--- src/rtl/minimig_autoconfig_chain.sv ---
// Autoconfig chain for a Minimig-style Amiga core.
// Walks a list of up to eight Zorro II / Zorro III boards, presents one board at a time in
// the autoconfig register window and captures the base address the OS writes back.
// Optional feature: define MINIMIG_AUTOCONFIG_SHUTUP_EN to honour the shut-up register (0x4C),
// which skips the presented board without assigning it an address.
module minimig_autoconfig_chain #(
   parameter int unsigned NUM_BOARDS   = 4,
   parameter logic [15:0] MANUFACTURER = 16'h0A1C
) (
   input  logic                      clk,
   input  logic                      reset,
   input  logic                      clk7_en,
   input  logic [7:0]                address_in,
   input  logic [15:0]               data_in,
   input  logic                      rd,
   input  logic                      hwr,
   input  logic                      lwr,
   input  logic                      sel,
   input  logic                      m68020,
   input  logic [NUM_BOARDS-1:0]     board_enable,
   input  logic [NUM_BOARDS-1:0]     board_z3,
   input  logic [4*NUM_BOARDS-1:0]   board_size,
   output logic [15:0]               data_out,
   output logic [NUM_BOARDS-1:0]     board_configured,
   output logic [16*NUM_BOARDS-1:0]  board_base,
   output logic                      autoconfig_done
);

   // Register offsets as seen on address_in (offset >> 1).
   localparam logic [7:0] AddrType    = 8'h00;  // 0x00
   localparam logic [7:0] AddrSize    = 8'h01;  // 0x02
   localparam logic [7:0] AddrProduct = 8'h03;  // 0x06
   localparam logic [7:0] AddrMfg0    = 8'h08;  // 0x10
   localparam logic [7:0] AddrMfg1    = 8'h09;  // 0x12
   localparam logic [7:0] AddrMfg2    = 8'h0A;  // 0x14
   localparam logic [7:0] AddrMfg3    = 8'h0B;  // 0x16
   localparam logic [7:0] AddrBaseZ3  = 8'h22;  // 0x44
   localparam logic [7:0] AddrBaseZ2  = 8'h24;  // 0x48
`ifdef MINIMIG_AUTOCONFIG_SHUTUP_EN
   localparam logic [7:0] AddrShutup  = 8'h26;  // 0x4C
`endif

   localparam logic [3:0] LastIdx = 4'(NUM_BOARDS - 1);
   localparam logic [3:0] EndIdx  = 4'(NUM_BOARDS);

   typedef enum logic [1:0] {StScan, StPresent, StDone} state_e;

   state_e      state_q;
   logic [3:0]  idx_q;

   logic        cur_enable;
   logic        cur_z3;
   logic [3:0]  cur_size;
   logic        eligible;
   logic        bus_wr;
   logic        wr_base;
   logic [3:0]  nib;
   logic [15:0] rd_data;

   // The read strobe carries no information here: data_out tracks sel/address every clock.
   logic        unused_rd;
   assign unused_rd = rd;

   // Pick out the attributes of the board currently addressed by idx (zero once past the end).
   always_comb begin
      cur_enable = 1'b0;
      cur_z3     = 1'b0;
      cur_size   = 4'h0;
      for (int i = 0; i < int'(NUM_BOARDS); i++) begin
         if (idx_q == 4'(i)) begin
            cur_enable = board_enable[i];
            cur_z3     = board_z3[i];
            cur_size   = board_size[4*i +: 4];
         end
      end
   end

   // Eligibility and write decode for the presented board.
   always_comb begin
      eligible = cur_enable & (~cur_z3 | m68020);
      bus_wr   = clk7_en & sel & (hwr | lwr);
      // Each board type only accepts its own base-address register.
      wr_base  = bus_wr & ((~cur_z3 & (address_in == AddrBaseZ2)) |
                           ( cur_z3 & (address_in == AddrBaseZ3)));
   end

   // Read-data nibble for the autoconfig window; everything reads back as F outside PRESENT.
   always_comb begin
      nib = 4'hF;
      if (state_q == StPresent) begin
         case (address_in)
            AddrType:    nib = cur_z3 ? 4'hA : 4'hE;
            AddrSize:    nib = cur_size;
            AddrProduct: nib = ~idx_q;
            AddrMfg0:    nib = ~MANUFACTURER[15:12];
            AddrMfg1:    nib = ~MANUFACTURER[11:8];
            AddrMfg2:    nib = ~MANUFACTURER[7:4];
            AddrMfg3:    nib = ~MANUFACTURER[3:0];
            default:     nib = 4'hF;
         endcase
      end
      rd_data = sel ? {nib, 12'hFFF} : 16'h0000;
   end

   // Chain FSM with registered read data, per-board capture registers and done flag.
   always_ff @(posedge clk) begin
      if (reset) begin
         state_q          <= StScan;
         idx_q            <= 4'h0;
         board_configured <= '0;
         board_base       <= '0;
         data_out         <= 16'h0000;
         autoconfig_done  <= 1'b0;
      end else begin
         data_out <= rd_data;
         unique case (state_q)
            StScan: begin
               if (eligible) begin
                  state_q <= StPresent;
               end else if (idx_q >= LastIdx) begin
                  // Saturate at the end of the chain rather than wrapping back to board 0.
                  idx_q           <= EndIdx;
                  state_q         <= StDone;
                  autoconfig_done <= 1'b1;
               end else begin
                  idx_q <= idx_q + 4'h1;
               end
            end
            StPresent: begin
               if (wr_base) begin
                  for (int i = 0; i < int'(NUM_BOARDS); i++) begin
                     if (idx_q == 4'(i)) begin
                        board_base[16*i +: 16] <= cur_z3 ? data_in : {data_in[15:8], 8'h00};
                        board_configured[i]    <= 1'b1;
                     end
                  end
                  idx_q   <= idx_q + 4'h1;
                  state_q <= StScan;
               end
`ifdef MINIMIG_AUTOCONFIG_SHUTUP_EN
               else if (bus_wr && (address_in == AddrShutup)) begin
                  // Skip this board: it stays unconfigured and keeps its old base.
                  idx_q   <= idx_q + 4'h1;
                  state_q <= StScan;
               end
`endif
            end
            StDone: begin
               autoconfig_done <= 1'b1;
            end
            default: begin
               state_q <= StScan;
            end
         endcase
      end
   end

endmodule

--- config.mk ---
export PLATFORM = sky130hd
export DESIGN_NAME = minimig_autoconfig_chain
export DESIGN_NICKNAME = d
export VERILOG_FILES = /design/src/rtl/minimig_autoconfig_chain.sv
export SDC_FILE = /design/constraint.sdc
export NUM_CORES = 1
export LEC_CHECK = 0
export ABC_CLOCK_PERIOD_IN_PS = 5100
export BUFFER_PORTS_ARGS = -buffer_cell sky130_fd_sc_hd__buf_4
export CAP_MARGIN = 15
export CORE_MARGIN = 4
export CORE_UTILIZATION = 45
export CTS_CLUSTER_DIAMETER = 120
export DETAILED_ROUTE_END_ITERATION = 8
export PLACE_DENSITY = 0.81
export RECOVER_POWER = 25
export SLEW_MARGIN = 30
export SYNTH_ARGS = -nofsm -noshare
export SYNTH_HDL_FRONTEND = slang
export SYNTH_SLANG_ARGS = --single-unit
export TNS_END_PERCENT = 20
--- constraint.sdc ---
create_clock -name clk -period 5.1 [get_ports clk]
set_input_delay 0 -clock clk [delete_from_list [all_inputs] [get_ports clk]]
set_output_delay 0 -clock clk [all_outputs]
set_load 0.05 [all_outputs]
==> out/qor.csv, run 1 <==
stage;metric;value;unit
floorplan;fp.coreArea;7370;um2
outcome;outcome;complete, but fails checks;
setup_path;end_kind;register;
pwr;power_density;333;nW/um2
outcome;violations;max-capacitance violations, max-slew violations;
cts;cts_buffer_depth;2;
setup_path;cp-start-kind;register;
grt;grtUsageTotal;22.0;%
cts;numCtsBuffers;9;
drt;drt_iter0_markers;203;
floorplan;die-area;9210;um2
placed_design;globalplace.congestion;0.845;
timing;relSlewSlack;-116;%
pwr;p_leak;0.00177;uW
drt;drt_pre_antenna_iters;5;
cells_and_area;fin_util;62.5;%
drt;wl_per_cell;15.3;um
timing;period_needed;3510;ps
synthesis;synthTopCellsByArea;dfxtp_1 (46%), nand2_1 (15%), a21oi_1 (11%);
synthesis;async_reset_ff_share;0;%
cells_and_area;final_common_cell;nand2_1;
floorplan;num_rows;31;
cells_and_area;syn_to_final_growth;32.3;%
cts;clock_sinks;80;
synthesis;synth_cells;442;
timing;setup_tns;0;ps
cells_and_area;most-common-layout-cells;nand2_1 (139), buf_4 (99), dfxtp_1 (80);
synthesis;synth_top_area_cell;dfxtp_1;
drt;drtAntennaViolNets;0;
timing;fin_ws;1590;ps
drt;drc;0;
cts;cts_tree;yes;
placed_design;pre_cts_slack;1670;ps
cts;cts_repair_resize_count;0;
timing;worstMarginPinSlew;3240;ps
hold_path;worstHoldPathType;input port to register;
timing;finalHoldViolCount;0;
synthesis;syn_area;3480;um2
drt;wl;10.3;mm
synthesis;ys_seq_area_share;46.0;%
job;drv_cap;1;
floorplan;start_util;47.3;%
cts;h-tree-depth;3;
setup_path;critPathKind;register to register;
cts;clock_latency;350;ps
synthesis;ys_seq_elements;80;
floorplan;num_io_pins;141;
drt;vias;3549;
grt;grt_pass1_wl;15.7;mm
timing;clock.fmax;285;MHz
pwr;vdd_drop_max;214;uV
grt;antenna_found_initial;0;
cells_and_area;nFillCells;712;
synthesis;synth-edff-count;0;
timing;period_share;68.7;%
synthesis;avgSynthCellArea;7.88;um2
setup_path;critPathRequiredTime;5340;ps
timing;rsz0062_at_grt;no;
synthesis;yosysWarnings;0;
grt;grt_max_degree;80;
timing;maxSlewViolCount;80;
floorplan;die_y;96.0;um
cts;clk_pin_slew;90;ps
grt;grt.overflow.total;0;
placed_design;portBuffers;139;
placed_design;dp_hpwl;7.21;mm
cells_and_area;fin_nets;627;
synthesis;ys.flop_type;dfxtp_1;
timing;setup_viol;0;
cells_and_area;num_antenna_cells;0;
synthesis;yosysUniqueCellTypes;42;
synthesis;synthesis.nets;502;
setup_path;path_max_fanout;17;
synthesis;netlist.area_leader.share;46.0;%
cells_and_area;drive_above_1_share;21.7;%
floorplan;die_x;96.0;um
timing;clock_skew;16.7;ps
setup_path;arrival;3740;ps
cts;cts_root_buf;clkbuf_8;
grt;grt_pass1_vias;3303;
drt;routed_via_density;5.29;
-- layout make-up --
cell class                 count  area [um2]  share of cell area (%)
multi-input combinational    316        1620                    35.1
sequential                    80        1600                    34.7
timing repair buffer         153        1030                    22.3
clock buffer                  10         138                    2.99
tap                           99         124                    2.69
clock inverter                 6        75.1                    1.63
inverter                       7        26.3                   0.570
-- flip-flops by register name, indices dropped and copies added, names as in the netlist --
| name | cells |
|---|---|
| board_base | 64 |
| autoconfig_done | 1 |
| state_q | 2 |
| idx_q | 4 |
| board_configured | 4 |
| data_out | 5 |
-- critical path: stages (launching register included) --
cell and delay, ps:
dfxtp_1 370, ha_1 390, or3_1 450, a221o_1 360, a211oi_2 750, o2111a_1 740, nand2_1 150, a21oi_1 180
-- Yosys cell counts (2+ instances only) --
cell,number
nor2_1,18
a221oi_1,4
o31ai_1,3
o2111ai_2,4
o21ai_0,11
clkbuf_1,14
nor3_1,7
nand3b_1,4
buf_6,4
or3_1,3
nand3_1,3
nand2_1,139
a21oi_1,74
nand2b_1,4
nor2b_1,12
ha_1,4
buf_2,5
buf_4,16
o2111a_1,4
dfxtp_1,80
inv_1,7
a31oi_1,2
-- final timing paths --
check                   endpoint           start  cells past startpoint  slack (ps)
setup reg to reg   board_base[7]        idx_q[0]                      7        1590
hold reg to reg   board_base[18]  board_base[18]                      2         460
setup / recovery   board_base[7]        idx_q[0]                      7        1590
hold / removal      data_out[12]   address_in[3]                      4          30
-- layer usage --
metal	share of wire [%]	up-vias	routed length [um]	global-route usage [%]
met5	0	-	0	0
met4	1.8	0	182	6.75
met3	8.7	16	894	6.88
met2	49	161	5070	37.4
met1	40	1642	4110	26.5
li1	-	1730	-	-
-- cells by family after synthesis --
| logic type | share of synthesized area, % |
|---|---|
| AOI/OAI and AO/OA | 20.0 |
| adders and majority gates | 1.44 |
| buffers and inverters | 7.72 |
| DFF | 46.0 |
| muxes | 0.611 |
| and+or+nand+nor | 24.3 |
-- through the flow --
step / hold slack, ps / std cells / cell area [um2] / power (uW)
global route: 58.0 / 671 / 4610 / 1610
detailed placement: 289 / 642 / 4420 / 1040
CTS: 18.8 / 671 / 4760 / 1530
floorplan: 140 / 442 / 3480 / 936
finish: 32.4 / 671 / 4610 / 1530
global placement: 282 / 642 / 4420 / 1030
-- power by group --
group | switching (uW) | internal, uW
Sequential | 19.1 | 641
Clock | 247 | 246
Combinational | 242 | 139
-- what timing repair did --
| item | 4_1_cts | 5_1_grt |
|---|---|---|
| hold buffers | 13 | 0 |
| endpoints found under the hold margin | 37 | 0 |
| buffers inserted | 0 | 0 |
| endpoints found under the setup margin | 0 | 0 |
Note: power is estimated with default switching activity, not from simulation.
==> run 2, diff against run 1 <==
- ABC_AREA: unset -> 1
- ABC_CLOCK_PERIOD_IN_PS: 5100 -> 2820
- PLACE_DENSITY: 0.81 -> 0.82
- clock period: 5.1 -> 2.82 ns (I/O delays scaled with it)
==> run 2 against run 1 <==
The run now ends clean; setup slack got worse by 1300 ps; non-clock buffer count down 3; clock skew shrank 7.7 ps; utilization fell by 3.6 points; sequential share of layout area decreased by 3.4 points; register-to-register slack got worse by 1300 ps; cell area rose by 11%; largest cell class unchanged.
==> out/qor.csv, run 2 <==
stage;metric;value;unit;change
outcome;outcome;complete, no violations;;
cts;clock_sinks;80;;unchanged
cells_and_area;largest_reg_flops;64;;unchanged
floorplan;num_io_pins;141;;unchanged
timing;setup_viol;0;;unchanged
cts;cts_setup_buffers;0;;unchanged
setup_path;end_kind;register;;
synthesis;yosysUniqueCellTypes;34;;-19%
timing;maxSlewViolCount;0;;-100%
drt;met2_length;5.58;mm;+10%
cells_and_area;seq_area;1600;um2;unchanged
drt;drt_pre_antenna_iters;6;;+1
hold_path;worstHoldPathType;input port to register;;
timing;finalHoldViolCount;0;;unchanged
cts;clock_latency;350;ps;about the same
cells_and_area;drive_above_1_share;17.8;%;-3.8 points
drt;highest_layer;met4;;
setup_path;r2r_cells;11;;+4
setup_path;reg2reg_from;idx_q[0];;
cells_and_area;most-common-layout-cells;nand2_1 (165), nor2_1 (164), buf_4 (99);;
cts;clk_pin_slew;90;ps;about the same
cells_and_area;final_common_cell;nand2_1;;
timing;setup_tns;0;ps;unchanged
synthesis;synth_cells;616;;+39%
hold_path;whs_path_depth;5;;+1
setup_path;critPathRequiredTime;3110;ps;-2230 ps
drt;vias;4119;;+16%
floorplan;num_rows;34;;+9.7%
placed_design;globalplace.congestion;0.905;;+7.2%
grt;grtUsageTotal;21.5;%;-0.54 points
cells_and_area;regMostFlops;board_base;;
synthesis;ys.flop_type;dfxtp_1;;
synthesis;synthTopCellsByArea;dfxtp_1 (40%), nand2_1 (16%), nor2_1 (15%);;
grt;grt.overflow.total;0;;unchanged
setup_path;r2r_slack;300;ps;-1290 ps
drt;drc;0;;unchanged
cts;h-tree-depth;3;;unchanged
pwr;p_leak;0.00284;uW;+61%
floorplan;die_y;102;um;+6.3%
synthesis;avgSynthCellArea;6.46;um2;-18%
timing;period_share;89.2;%;+20 points
drt;wl;11.3;mm;+10%
grt;grt_pass1_vias;3838;;+16%
drt;drtAntennaViolNets;0;;unchanged
floorplan;fp.coreArea;8680;um2;+18%
cts;cts_repair_resize_count;0;;unchanged
synthesis;synth-edff-count;0;;unchanged
setup_path;path_max_fanout;30;;+13
placed_design;dp_hpwl;8.21;mm;+14%
cells_and_area;fin_nets;806;;+29%
cells_and_area;num_antenna_cells;0;;unchanged
setup_path;r2r_end;board_base[43];;
grt;grt_pass1_wl;17.7;mm;+13%
job;drv_cap;0;;-1
synthesis;syn_area;3980;um2;+14%
drt;wl_per_cell;13.2;um;-14%
setup_path;critPathKind;register to register;;
drt;wl_met3;780;um;-13%
cts;postCtsHoldBufs;10;;-3
synthesis;ys_seq_elements;80;;unchanged
cts;cts_tree;yes;;
cts;cts_root_buf;clkbuf_8;;
placed_design;portBuffers;139;;unchanged
cells_and_area;multi_input_area;1810;um2;+12%
drt;wl_met1;4.68;mm;+14%
cells_and_area;reg_top3;board_base: 64 flops, data_out: 5 flops;;
timing;clock.fmax;398;MHz;+39%
hold_path;min_from;board_size[14];;
pwr;vdd_drop_max;382;uV;+78%
timing;period_needed;2520;ps;-990 ps
floorplan;start_util;45.9;%;-1.4 points
setup_path;arrival;2800;ps;-940 ps
synthesis;yosysMostFrequentCell;nand2_1;;
floorplan;die-area;10400;um2;+13%
synthesis;yosysWarnings;0;;unchanged
drt;drt_iter0_markers;238;;+17%
synthesis;ys_seq_area_share;40.2;%;-5.7 points
cells_and_area;nFillCells;857;;+20%
drt;routed_via_density;4.80;;-9.3%
synthesis;async_reset_ff_share;0;%;unchanged
timing;rsz0062_at_grt;no;;
timing;relSlewSlack;44.3;%;+160 points
synthesis;netlist.area_leader.share;40.2;%;-5.7 points
timing;holdWs;47.8;ps;+15.5 ps
timing;worstMarginPinSlew;834;ps;-2410 ps
cells_and_area;syn_to_final_growth;28.5;%;
pwr;power_density;613;nW/um2;+84%
floorplan;die_x;102;um;+6.3%
synthesis;synthesis.nets;676;;+35%
cts;cts_buffer_depth;2;;unchanged
grt;antenna_found_initial;0;;unchanged
synthesis;yosys-top-cells-count;nand2_1 (165), nor2_1 (164), inv_1 (96);;
hold_path;hold_end;data_out[14];;
grt;grt_max_degree;48;;-40%
synthesis;synth_top_area_cell;dfxtp_1;;
setup_path;cp-start-kind;register;;
cts;numCtsBuffers;9;;unchanged
timing;clock_skew;9.02;ps;-7.69 ps
-- run 2: changes by cell type in the layout (fill, tap and decap cells not counted), sizes merged, moves of 7 or more --
| cell | delta |
|---|---|
| nor2 | +148 |
| a21oi | -63 |
| nor2b | -12 |
| nand4 | +7 |
| inv | +88 |
| nand3 | +17 |
| nand2 | +31 |
-- run 2: report_power, final --
group / internal [uW] / leakage, uW / switching [uW] / total [uW]
registers: 1180 / 0.000647 / 49.2 / 1230
clock network: 436 / 0.000102 / 436 / 872
logic: 313 / 0.00209 / 724 / 1040
-- run 2: per-layer routing --
layer | vias up | global-route usage [%]
met1 | 1839 | 26.9
met2 | 167 | 36.7
li1 | 2086 | -
met5 | - | 0
met4 | 0 | 9.08
met3 | 27 | 3.21
-- run 2: final cells by class --
class	count	share of cell area, %
clock buffers	10	2.69
multi-input cells	407	35.3
well taps	108	2.64
flip-flops and latches	80	31.3
repair buffers	150	19.5
inverters	98	7.22
clock inverters	6	1.35
-- run 2: metrics by stage --
step | setup slack, ps | instance area (um2) | instances | power, uW | utilization, %
detailed placement | 391 | 4960 | 833 | 2270 | 57.2
global placement | 465 | 4960 | 833 | 2230 | 57.2
finish | 305 | 5110 | 859 | 3140 | 58.9
floorplan | 988 | 3980 | 616 | 1990 | -
global route | 76.5 | 5110 | 859 | 3320 | 58.9
CTS | 349 | 5270 | 859 | 3150 | 60.7
-- run 2: kinds of logic (layout without fill, tap and decap cells) --
family                     after synthesis  after routing  share of synthesized area, %
AOI/OAI and AO/OA                       31             31                          4.78
DFF                                     80             80                          40.2
xor gates and xnor gates                 1              1                         0.220
adders and majority gates                4              4                          1.26
and+or+nand+nor                        371            371                          39.1
buffers and inverters                  129            264                          14.4
-- run 2: worst max path at each step --
stage               startpoint             end  slack (ps)  cells after the start
floorplan             idx_q[0]   board_base[4]         990                     11
global placement      idx_q[0]  board_base[46]         470                     10
detailed placement    idx_q[0]  board_base[47]         390                     11
CTS                   idx_q[0]  board_base[47]         350                     11
global route          idx_q[0]  board_base[45]          80                     11
finish                idx_q[0]  board_base[43]         300                     11
-- run 2: critical path: stages (launching register included) --
cell and delay [ps]:
dfxtp_1 450, inv_1 140, ha_1 250, nand2_2 170
nand3_2 100, nand2_2 110, a21oi_2 100, nor2_8 230
nand3_2 500, nand2_1 190, nand2_1 70, nor2_1 130
==> run 3, diff against run 2 <==
- CTS_BUF_LIST: unset -> sky130_fd_sc_hd__clkbuf_16
==> run 3 against run 2 <==
Flip-flop and latch count did not move; setup slack better by 0.73 ps; wire length rose by 0.62%; cell area is 1.8% higher; sequential share of layout area fell by 0.55 points; register-to-register slack is essentially flat; worst hold slack improved by 18 ps; global-route usage increased by 0.052 points; largest power group unchanged.
==> out/qor.csv, run 3 (same netlist as run 2, synthesis figures left out) <==
stage;metric;value;unit;change
outcome;outcome;complete, no violations;;
floorplan;die-area;10400;um2;unchanged
cells_and_area;num_antenna_cells;0;;unchanged
grt;grtUsageTotal;21.5;%;+0.052 points
setup_path;max_stage_delay;510;ps;about the same
grt;grt_max_degree;48;;unchanged
grt;antenna_found_initial;0;;unchanged
grt;grt_pass1_vias;3831;;-0.18%
cells_and_area;nFillCells;836;;-2.5%
timing;worstMarginPinSlew;823;ps;-11.3 ps
drt;drt_iter0_markers;264;;+11%
timing;setup_tns;0;ps;unchanged
grt;grt_pass1_wl;17.8;mm;+0.54%
cells_and_area;regMostFlops;board_base;;
floorplan;die_x;102;um;unchanged
drt;routed_via_density;4.83;;+0.66%
drt;drc;0;;unchanged
cells_and_area;fin_nets;806;;unchanged
drt;drtAntennaViolNets;0;;unchanged
cells_and_area;seq_area;1600;um2;unchanged
timing;period_share;89.2;%;about the same
setup_path;arrival;2780;ps;-20 ps
pwr;power_density;659;nW/um2;+7.4%
timing;rsz0062_at_grt;no;;
cells_and_area;largest_reg_flops;64;;unchanged
cts;cts_root_buf;clkbuf_16;;
timing;clock_skew;7.04;ps;-1.98 ps
drt;wl_per_cell;13.3;um;+0.62%
setup_path;end_kind;register;;
cells_and_area;syn_to_final_growth;30.8;%;
cts;clock_sinks;80;;unchanged
timing;setup_viol;0;;unchanged
cells_and_area;reg_top3;board_base: 64 flops, data_out: 5 flops;;
pwr;p_leak;0.00288;uW;+1.4%
cells_and_area;final_common_cell;nand2_1;;
floorplan;start_util;45.9;%;unchanged
drt;vias;4146;;+0.66%
floorplan;num_io_pins;141;;unchanged
cts;clock_latency;330;ps;-20 ps
cts;h-tree-depth;3;;unchanged
timing;finalHoldViolCount;0;;unchanged
setup_path;critPathKind;register to register;;
cells_and_area;multi_input_area;1810;um2;unchanged
placed_design;dp_hpwl;8.21;mm;unchanged
floorplan;die_y;102;um;unchanged
timing;maxSlewViolCount;0;;unchanged
cells_and_area;drive_above_1_share;17.7;%;-0.13 points
grt;grt.overflow.total;0;;unchanged
hold_path;worstHoldPathType;input port to register;;
setup_path;cpMaxStageDelayCell;nand3_2;;
timing;clock.fmax;398;MHz;about the same
placed_design;globalplace.congestion;0.905;;unchanged
cts;cts_tree;yes;;
cts;numCtsBuffers;9;;unchanged
timing;holdWs;66.1;ps;+18.2 ps
placed_design;dp.cells;833;;unchanged
floorplan;fp.coreArea;8680;um2;unchanged
setup_path;path_max_fanout;30;;unchanged
drt;drt_pre_antenna_iters;5;;-1
floorplan;num_rows;34;;unchanged
cts;cts_buffer_depth;2;;unchanged
setup_path;cp-start-kind;register;;
cells_and_area;fin_cells;859;;unchanged
timing;relSlewSlack;45.0;%;+0.75 points
job;drv_cap;0;;unchanged
cts;clk_pin_slew;60;ps;-30 ps
cells_and_area;most-common-layout-cells;nand2_1 (165), nor2_1 (164), buf_4 (99);;
pwr;vdd_drop_max;391;uV;+2.4%
timing;period_needed;2510;ps;-0.734 ps
drt;wl;11.4;mm;+0.62%
cts;cts_setup_buffers;0;;unchanged
placed_design;portBuffers;139;;unchanged
setup_path;crit_chain;inv_1 > ha_1 > nand2_2 > nand3_2 > nand2_2 > a21oi_2 > nor2_8 > nand3_2 > nand2_1 > nand2_1 > nor2_1;;
setup_path;critPathRequiredTime;3080;ps;-30 ps
==> run 3: critical path: cells and delay by family, from the launching register on <==
| kind | cells | cell delay (ps) |
|---|---|---|
| AND/OR/NAND/NOR | 8 | 1510 |
| buffers and inverters | 1 | 130 |
| adder cells (fa/ha/maj) | 1 | 240 |
| flip-flops | 1 | 440 |
| AO/OA/AOI/OAI | 1 | 110 |
==> run 3: per-layer routing <==
layer	global-route usage [%]	up-vias	share of wire, %
met3	3.48	35	6.4
met1	27.2	1844	42
met5	0	-	0
met4	8.48	0	2.9
li1	-	2087	-
met2	36.7	180	48
==> run 3: through the flow <==
| step | total power (uW) | util, % | setup WS (ps) | instance area, um2 |
|---|---|---|---|---|
| 6_report | 3430 | 60.0 | 305 | 5210 |
| 5_1_grt | 3600 | 60.0 | 82.8 | 5210 |
| 4_1_cts | 3430 | 61.8 | 351 | 5360 |
| 3_5_place_dp | 2270 | 57.2 | 391 | 4960 |
| 3_3_place_gp | 2230 | 57.2 | 465 | 4960 |
| 2_1_floorplan | 1990 | - | 988 | 3980 |
==> run 3: cell type report <==
type                            instances  share of cell area (%)
Multi-Input combinational cell        407                    34.7
Timing Repair Buffer                  150                    19.2
Sequential cell                        80                    30.8
Clock inverter                          7                    1.39
Clock buffer                            9                    4.33
Inverter                               98                    7.09
Tap cell                              108                    2.60
==> run 3: where the power goes <==
part           internal (uW)  switching, uW  total [uW]
combinational            312            733        1050
clock                    685            470        1160
sequential              1180           48.8        1230
total                   2180           1250        3430
==> run 3: worst paths after layout <==
path	slack [ps]	startpoint	cells past startpoint	to
min	70	address_in[0]	4	data_out[15]
min reg2reg	450	autoconfig_done	2	autoconfig_done
max reg2reg	310	idx_q[0]	11	board_base[43]
max	310	idx_q[0]	11	board_base[43]
==> run 3: timing repair <==
item	4_1_cts	5_1_grt
hold buffers	10	0
gates resized for setup	0	0
hold endpoints to repair	43	0
